<file path="src/rtl/recon_pkg.sv">
// Shared types for the reconfiguration capture path: status codes, controller
// FSM states and the bitstream slot-table entry.
package recon_pkg;

    localparam int REC_ADDR_W = 34;
    localparam int REC_LEN_W  = 32;

    typedef enum logic [2:0] {
        ST_OK            = 3'd0,
        ST_BAD_ID        = 3'd1,
        ST_NO_SPACE      = 3'd2,
        ST_BAD_SIZE      = 3'd3,
        ST_NOT_COMMITTED = 3'd4,
        ST_DMA_ERR       = 3'd5
    } status_e;

    typedef enum logic [2:0] {
        S_IDLE,
        S_ALLOC_LOOKUP,
        S_ALLOC_RSP,
        S_LOAD_LOOKUP,
        S_DMA_ISSUE,
        S_DMA_WAIT,
        S_LOAD_RSP
    } state_e;

    typedef struct packed {
        logic                  alloc;
        logic [REC_ADDR_W-1:0] base;
        logic [REC_ADDR_W:0]   cap;
        logic                  committed;
        logic [REC_LEN_W-1:0]  len;
    } entry_t;

endpackage

</file>
<file path="src/rtl/rr_arb2.sv">
// Two-requester round-robin arbiter. Bit 0 is preferred out of reset; the
// pointer only moves when both requesters were competing for the grant.
module rr_arb2 (
    input  logic       clk,
    input  logic       rst_n,
    input  logic       en,
    input  logic [1:0] req,
    output logic [1:0] gnt
);

    logic ptr_q, ptr_d;

    always_comb begin
        gnt   = 2'b00;
        ptr_d = ptr_q;
        if (en) begin
            if (&req) begin
                gnt   = ptr_q ? 2'b10 : 2'b01;
                ptr_d = ~ptr_q;
            end else begin
                gnt = req;
            end
        end
    end

    always_ff @(posedge clk or negedge rst_n) begin
        if (!rst_n) ptr_q <= 1'b0;
        else        ptr_q <= ptr_d;
    end

endmodule

</file>
<file path="src/rtl/bitstream_table_ctrl.sv">
// Bitstream slot table: hands out aligned DDR slots per id, records committed
// lengths, and turns load commands into one DMA read descriptor each.
module bitstream_table_ctrl
    import recon_pkg::*;
#(
    parameter int              ADDR_WIDTH  = 34,
    parameter int              ID_WIDTH    = 8,
    parameter int              LEN_WIDTH   = 32,
    parameter int              NUM_ENTRIES = 16,
    parameter longint unsigned REGION_BASE = 0,
    parameter longint unsigned REGION_SIZE = 64'h1_0000_0000,
    parameter int unsigned     ALIGN_BYTES = 4096
) (
    input  logic                  clk,
    input  logic                  rst_n,
    input  logic                  alloc_req_valid,
    output logic                  alloc_req_ready,
    input  logic [ID_WIDTH-1:0]   alloc_req_id,
    input  logic [LEN_WIDTH-1:0]  alloc_req_size,
    output logic                  alloc_rsp_valid,
    input  logic                  alloc_rsp_ready,
    output logic [ADDR_WIDTH-1:0] alloc_rsp_addr,
    output logic [2:0]            alloc_rsp_status,
    input  logic                  commit_valid,
    input  logic [ID_WIDTH-1:0]   commit_id,
    input  logic [LEN_WIDTH-1:0]  commit_bytes,
    output logic                  commit_err,
    input  logic                  load_req_valid,
    output logic                  load_req_ready,
    input  logic [ID_WIDTH-1:0]   load_req_id,
    output logic                  dma_desc_valid,
    input  logic                  dma_desc_ready,
    output logic [ADDR_WIDTH-1:0] dma_desc_addr,
    output logic [LEN_WIDTH-1:0]  dma_desc_len,
    output logic [ID_WIDTH-1:0]   dma_desc_tag,
    input  logic                  dma_done_valid,
    input  logic                  dma_done_error,
    output logic                  load_done,
    output logic [2:0]            load_status,
    input  logic                  clear,
    output logic                  busy
);

    localparam int CW = ADDR_WIDTH + 1;
    localparam int EW = ADDR_WIDTH + 2;
    localparam int IW = $clog2(NUM_ENTRIES);
    localparam logic [CW-1:0] ALIGN_M1   = CW'(ALIGN_BYTES - 1);
    localparam logic [EW-1:0] REGION_END = EW'(REGION_BASE + REGION_SIZE);
    localparam logic [CW-1:0] NF_RESET   = CW'(REGION_BASE);

    state_e                state_q, state_d;
    logic [ID_WIDTH-1:0]   req_id_q, req_id_d;
    logic [LEN_WIDTH-1:0]  req_size_q, req_size_d;
    logic [ADDR_WIDTH-1:0] rsp_addr_q, rsp_addr_d;
    status_e               rsp_status_q, rsp_status_d;
    logic [ADDR_WIDTH-1:0] desc_addr_q, desc_addr_d;
    logic [LEN_WIDTH-1:0]  desc_len_q, desc_len_d;
    logic [ID_WIDTH-1:0]   desc_tag_q, desc_tag_d;
    status_e               load_status_q, load_status_d;
    logic                  commit_err_q, commit_err_d;
    logic [CW-1:0]         next_free_q, next_free_d;
    entry_t                tbl_q [NUM_ENTRIES];
    entry_t                tbl_d [NUM_ENTRIES];

    logic          arb_en;
    logic [1:0]    gnt;
    logic [IW-1:0] ridx, cidx;
    entry_t        rent, cent;
    logic [CW-1:0] size_ext, rcap;
    logic [EW-1:0] end_sum;
    logic          alloc_wr, commit_ok;

    function automatic logic id_in_range(input logic [ID_WIDTH-1:0] id);
        return 32'(id) < 32'(NUM_ENTRIES);
    endfunction

    assign arb_en = (state_q == S_IDLE) && !clear;

    rr_arb2 u_arb (
        .clk   (clk),
        .rst_n (rst_n),
        .en    (arb_en),
        .req   ({load_req_valid, alloc_req_valid}),
        .gnt   (gnt)
    );

    assign ridx     = req_id_q[IW-1:0];
    assign cidx     = commit_id[IW-1:0];
    assign rent     = tbl_q[ridx];
    assign cent     = tbl_q[cidx];
    assign size_ext = CW'(req_size_q);
    assign rcap     = (size_ext + ALIGN_M1) & ~ALIGN_M1;
    assign end_sum  = EW'(next_free_q) + EW'(rcap);

    assign commit_ok = id_in_range(commit_id) && cent.alloc && (commit_bytes != '0)
                       && (CW'(commit_bytes) <= CW'(cent.cap));

    always_comb begin
        state_d       = state_q;
        req_id_d      = req_id_q;
        req_size_d    = req_size_q;
        rsp_addr_d    = rsp_addr_q;
        rsp_status_d  = rsp_status_q;
        desc_addr_d   = desc_addr_q;
        desc_len_d    = desc_len_q;
        desc_tag_d    = desc_tag_q;
        load_status_d = load_status_q;
        commit_err_d  = 1'b0;
        next_free_d   = next_free_q;
        tbl_d         = tbl_q;
        alloc_wr      = 1'b0;

        case (state_q)
            S_IDLE: begin
                if (!clear) begin
                    if (gnt[0]) begin
                        req_id_d   = alloc_req_id;
                        req_size_d = alloc_req_size;
                        state_d    = S_ALLOC_LOOKUP;
                    end else if (gnt[1]) begin
                        req_id_d = load_req_id;
                        state_d  = S_LOAD_LOOKUP;
                    end
                end
            end
            S_ALLOC_LOOKUP: begin
                state_d    = S_ALLOC_RSP;
                rsp_addr_d = '0;
                if (!id_in_range(req_id_q)) begin
                    rsp_status_d = ST_BAD_ID;
                end else if (req_size_q == '0) begin
                    rsp_status_d = ST_BAD_SIZE;
                end else if (rent.alloc) begin
                    // Re-allocation reuses the slot if the new image still fits.
                    if (size_ext <= CW'(rent.cap)) begin
                        rsp_status_d = ST_OK;
                        rsp_addr_d   = ADDR_WIDTH'(rent.base);
                        alloc_wr     = 1'b1;
                    end else begin
                        rsp_status_d = ST_BAD_SIZE;
                    end
                end else if (end_sum > REGION_END) begin
                    rsp_status_d = ST_NO_SPACE;
                end else begin
                    rsp_status_d      = ST_OK;
                    rsp_addr_d        = next_free_q[ADDR_WIDTH-1:0];
                    alloc_wr          = 1'b1;
                    tbl_d[ridx].alloc = 1'b1;
                    tbl_d[ridx].base  = REC_ADDR_W'(next_free_q[ADDR_WIDTH-1:0]);
                    tbl_d[ridx].cap   = (REC_ADDR_W+1)'(rcap);
                    next_free_d       = next_free_q + rcap;
                end
                if (alloc_wr) tbl_d[ridx].committed = 1'b0;
            end
            S_ALLOC_RSP: begin
                if (alloc_rsp_ready) state_d = S_IDLE;
            end
            S_LOAD_LOOKUP: begin
                if (!id_in_range(req_id_q)) begin
                    load_status_d = ST_BAD_ID;
                    state_d       = S_LOAD_RSP;
                end else if (!rent.committed) begin
                    load_status_d = ST_NOT_COMMITTED;
                    state_d       = S_LOAD_RSP;
                end else begin
                    desc_addr_d = ADDR_WIDTH'(rent.base);
                    desc_len_d  = LEN_WIDTH'(rent.len);
                    desc_tag_d  = req_id_q;
                    state_d     = S_DMA_ISSUE;
                end
            end
            S_DMA_ISSUE: begin
                if (dma_desc_ready) state_d = S_DMA_WAIT;
            end
            S_DMA_WAIT: begin
                if (dma_done_valid) begin
                    load_status_d = dma_done_error ? ST_DMA_ERR : ST_OK;
                    state_d       = S_LOAD_RSP;
                end
            end
            S_LOAD_RSP: state_d = S_IDLE;
            default:    state_d = S_IDLE;
        endcase

        // A commit racing an allocation write to the same id would see stale cap.
        if (commit_valid) begin
            if (commit_ok && !(alloc_wr && (commit_id == req_id_q))) begin
                tbl_d[cidx].committed = 1'b1;
                tbl_d[cidx].len       = REC_LEN_W'(commit_bytes);
            end else begin
                commit_err_d = 1'b1;
            end
        end

        if ((state_q == S_IDLE) && clear) begin
            for (int i = 0; i < NUM_ENTRIES; i++) begin
                tbl_d[i].alloc     = 1'b0;
                tbl_d[i].committed = 1'b0;
            end
            next_free_d = NF_RESET;
        end
    end

    always_ff @(posedge clk or negedge rst_n) begin
        if (!rst_n) begin
            state_q       <= S_IDLE;
            req_id_q      <= '0;
            req_size_q    <= '0;
            rsp_addr_q    <= '0;
            rsp_status_q  <= ST_OK;
            desc_addr_q   <= '0;
            desc_len_q    <= '0;
            desc_tag_q    <= '0;
            load_status_q <= ST_OK;
            commit_err_q  <= 1'b0;
            next_free_q   <= NF_RESET;
            for (int i = 0; i < NUM_ENTRIES; i++) tbl_q[i] <= '0;
        end else begin
            state_q       <= state_d;
            req_id_q      <= req_id_d;
            req_size_q    <= req_size_d;
            rsp_addr_q    <= rsp_addr_d;
            rsp_status_q  <= rsp_status_d;
            desc_addr_q   <= desc_addr_d;
            desc_len_q    <= desc_len_d;
            desc_tag_q    <= desc_tag_d;
            load_status_q <= load_status_d;
            commit_err_q  <= commit_err_d;
            next_free_q   <= next_free_d;
            for (int i = 0; i < NUM_ENTRIES; i++) tbl_q[i] <= tbl_d[i];
        end
    end

    assign alloc_req_ready  = gnt[0];
    assign load_req_ready   = gnt[1];
    assign alloc_rsp_valid  = (state_q == S_ALLOC_RSP);
    assign alloc_rsp_addr   = rsp_addr_q;
    assign alloc_rsp_status = rsp_status_q;
    assign dma_desc_valid   = (state_q == S_DMA_ISSUE);
    assign dma_desc_addr    = desc_addr_q;
    assign dma_desc_len     = desc_len_q;
    assign dma_desc_tag     = desc_tag_q;
    assign load_done        = (state_q == S_LOAD_RSP);
    assign load_status      = load_status_q;
    assign commit_err       = commit_err_q;
    assign busy             = (state_q != S_IDLE);

endmodule

</file>
<file path="config.mk">
export PLATFORM = sky130hd
export DESIGN_NAME = bitstream_table_ctrl
export DESIGN_NICKNAME = d
export VERILOG_FILES = /design/src/rtl/recon_pkg.sv /design/src/rtl/rr_arb2.sv /design/src/rtl/bitstream_table_ctrl.sv
export SDC_FILE = /design/constraint.sdc
export NUM_CORES = 2
export LEC_CHECK = 0
export ABC_AREA = 1
export CAP_MARGIN = 20
export CORE_UTILIZATION = 60
export CTS_CLUSTER_DIAMETER = 50
export DETAILED_ROUTE_END_ITERATION = 10
export MAX_ROUTING_LAYER = met4
export PLACE_DENSITY = 0.84
export SLEW_MARGIN = 10
export SYNTH_ARGS = -nofsm -noshare
export SYNTH_HDL_FRONTEND = slang
export SYNTH_HIERARCHICAL = 1
export SYNTH_SLANG_ARGS = --single-unit
export TNS_END_PERCENT = 20
</file>
<file path="constraint.sdc">
create_clock -name clk -period 5.35 [get_ports clk]
set_input_delay 1.07 -clock clk [delete_from_list [all_inputs] [get_ports clk]]
set_output_delay 1.07 -clock clk [all_outputs]
set_load 0.05 [all_outputs]
</file>
==> impl_metrics.yaml <==
finish:
  final_util: 0.713
  nets_finish: 8530
  final_layout_size_suffix_gt1_frac: 0.0930
  num-fill-cells: 7928
  stdcell_count: 9971
  ff_latch_area_mm2: 0.0348
  multi_input_gate_area_mm2: 0.0267
  area.growth.synth_to_final_pct: 17.1
route:
  route.detailed.wl_per_inst_um: 24.1
  wl_mm: 241
  final_antenna_violating_net_count: 0
  drt-pass1-iter-count: 8
  num_vias: 64300
  detail_route.iter0.violations: 9799
  viasPerCell: 6.45
  detailed_route_drc_error_count: 0
logic_synthesis:
  post_synth_mux_area_share: 0.00338
  synth_cell_type_count: 47
  synth_fa_ha_area_frac: 0.0118
  yosys-top-cells-area: "dfrtp_1 52%, nand2_1 16%, o21ai_0 6.3%"
  synth.yosys.seq_area_share: 0.522
  share_of_the_synthesized_area_in_compound_gates_ao_oa_aoi_oai: 0.167
  synth_top_cells_by_count: "2780 x nand2_1, 1389 x dfrtp_1, 834 x o21ai_0, 767 x inv_1, 405 x clkbuf_1"
  synth_seq_cells: 1389
  ys_async_sr_fraction: 1.00
  synth.largest_area_cell: "dfrtp_1"
  number_of_warnings_printed_during_yosys_synthesis: 6
  synth_top_area_frac: 0.522
  postSynthAreaPerCell_um2: 8.08
  number_of_flops_mapped_to_enable_cells_by_yosys: 0
  post_synth_and_or_nand_nor_area_fraction: 0.208
  mappedNetlistArea_mm2: 0.0666
  combinational_family_with_the_most_area_after_synthesis: "simple AND/OR/NAND/NOR gates"
  synth.most_common_cell: "nand2_1"
  synthCells: 8248
  xor_and_xnor_area_share_after_synthesis: 0.00302
  ys_dominant_reg_cell: "dfrtp_1"
sta:
  final-setup-viol-count: 0
  final_max_slew_viol_count: 0
  finalClockSkew_ps: 37.5
  timing.final.hold_violations: 0
  max_fclk_mhz: 189
  slew_headroom: 0.176
  min_period_ps: 5290
  timing.final.crit_share: 0.988
  pin_slew_with_the_least_headroom_to_its_limit_ps: 1230
  finalHoldWorstSlack_ps: 289
  fin_tns_setup_ps: 0
clocking:
  htreeDepth: 4
  ctsLongestPathBuffers: 3
  cts.sink_count: 1389
  clock-root-buffer: "clkbuf_16"
  cts_tree: "built"
  clock_slew_at_the_register_clock_pins_of_the_worst_setup_and_hold_paths_ps: 60
  number_of_buffers_inserted_for_hold_repair_after_clock_tree_synthesis: 0
  clkLatencyLatePin_ps: 810
  cts_buffers: 154
pwr:
  power_frac_comb: 0.291
  power_switching_share: 0.380
  switching_power_mw: 12.4
  internal_cell_power_mw: 20.2
  pwr-share-seq: 0.376
  power.share.clock: 0.333
  powerDensity_mw_per_mm2: 419
  vdd.ir_drop.worst_v: 0.000442
  design_power_total_mw: 32.7
  leakagePower_nw: 36.3
min_path:
  min_path_type: "in2async"
grt:
  pin_count_of_the_biggest_net_entering_global_routing: 171
  overflow: 0
  grt_first_pass_wirelength_mm: 365
  grt_pass1_vias: 62800
  grt_antenna_before_repair: 6
  grtUsageTotal: 0.437
critical_path:
  worst_r2r_path_depth: 25
  timing.critical_path.required_ps: 6090
  crit_path_start_kind: "register"
  critPathLaunch: "req_id_q[1]"
  critPathMaxFanout: 41
  crit_path_top_delay_cell: "dfrtp_4"
  cpMostUsedCell: "nand2_1"
  worst_r2r_startpoint: "req_id_q[1]"
  cp_data_arrival_time_ps: 6030
  endpoint_class_of_the_critical_path: "register"
  critical_path_class: "reg2reg"
  timing.rr.end: "tbl_q[540]"
  minimum_setup_slack_among_reg_to_reg_paths_ps: 60
  slowest_delay_ps: 650
  critPathCapture: "tbl_q[540]"
floorplan:
  die_x_um: 335
  top_level_ports: 219
  die_y_um: 335
  initial_core_util: 0.609
  fp-row-count: 121
  core-area_mm2: 0.109
  fp.dieArea_mm2: 0.112
placement:
  gp_congestion: 0.988
  place.detailed.hpwl_mm: 147
  placed_cells: 9676
  place.port_buffers: 204
status:
  run_status: "completed"
flow_run:
  max_cap_viol_count: 0
worst min-delay path by stage:
stage          cells after the start       startpoint  slack [ps]               to
2_1_floorplan                      2      tbl_q[1339]         440      tbl_q[1339]
3_5_place_dp                       2  dma_desc_tag[5]         450  dma_desc_tag[5]
4_1_cts                            1            rst_n         330      tbl_q[1019]
6_report                           1            rst_n         290      tbl_q[1019]
5_1_grt                            1            rst_n         350      tbl_q[1019]
3_3_place_gp                       2  dma_desc_tag[4]         450  dma_desc_tag[4]
through the flow:
stage               instance area, µm²  setup slack [ps]
floorplan                        66700               422
global placement                 72300              -585
detailed placement               72300              -582
CTS                              77500              10.5
global route                     78000             -43.3
finish                           78000              62.3
cell families after synthesis:
kind of cell | count (synthesis)
AND/OR/NAND/NOR | 3461
AO/OA/AOI/OAI | 1867
adder cells (fa/ha/maj) | 62
flip-flops | 1389
other | 1
multiplexers | 20
XOR/XNOR | 23
buffers and inverters | 1425
sequential cells by signal, indices dropped and copies added (netlist names):
signal and count:
alloc_rsp_addr 23, state_q 3, alloc_rsp_status 2, req_size_q 32, commit_err 1, u_arb/ptr_q 1, next_free_q 23, req_id_q 8
load_status 2, dma_desc_len 32, dma_desc_addr 22, tbl_q 1232, dma_desc_tag 8
worst max-delay path, delay by kind of cell, from the launching register on:
| kind | cells | cell delay (ps) |
|---|---|---|
| AO/OA/AOI/OAI | 3 | 800 |
| buffers and inverters | 6 | 1590 |
| adder cells (fa/ha/maj) | 1 | 160 |
| AND/OR/NAND/NOR | 15 | 1950 |
| flip-flops | 1 | 650 |
power groups by stage:
stage | Clock, mW | Sequential, mW | Combinational, mW
3_5_place_dp | 0 | 12.4 | 8.91
5_1_grt | 11.3 | 12.4 | 9.91
4_1_cts | 10.9 | 12.2 | 8.97
2_1_floorplan | 0 | 12.1 | 5.14
3_3_place_gp | 0 | 12.4 | 8.77
6_report | 10.9 | 12.3 | 9.51
layer usage:
layer	track usage	share of wire
met1	0.524	0.34
met2	0.636	0.44
met5	-	0
met3	0.121	0.13
met4	0.314	0.085
area by class of cell:
class,count,share of cell area
Multi-Input combinational cell,5447,0.342
Antenna cell,7,0.000225
Clock buffer,209,0.0562
Tap cell,1476,0.0237
Inverter,781,0.0377
Clock inverter,65,0.0104
Timing Repair Buffer,597,0.0846
Sequential cell,1389,0.446
cell usage in the layout (no fill, tap or decap), drive strengths merged, types with 43 or more instances in the layout:
cell type,count
a221oi,43
nor4,49
a31oi,138
a22oi,234
o22ai,279
nand3,193
nand2,2782
inv,788
nand4,96
o221ai,102
clkbuf,215
ha,61
clkdlybuf4s50,203
a21oi,174
nor2,319
dfrtp,1389
buf,388
o21ai,856
timing repair:
item | in CTS | in global routing
gates resized for setup | 0 | 65
setup buffers | 0 | 8
setup endpoints to repair | 0 | 1276
(Power assumes the default switching activity.)
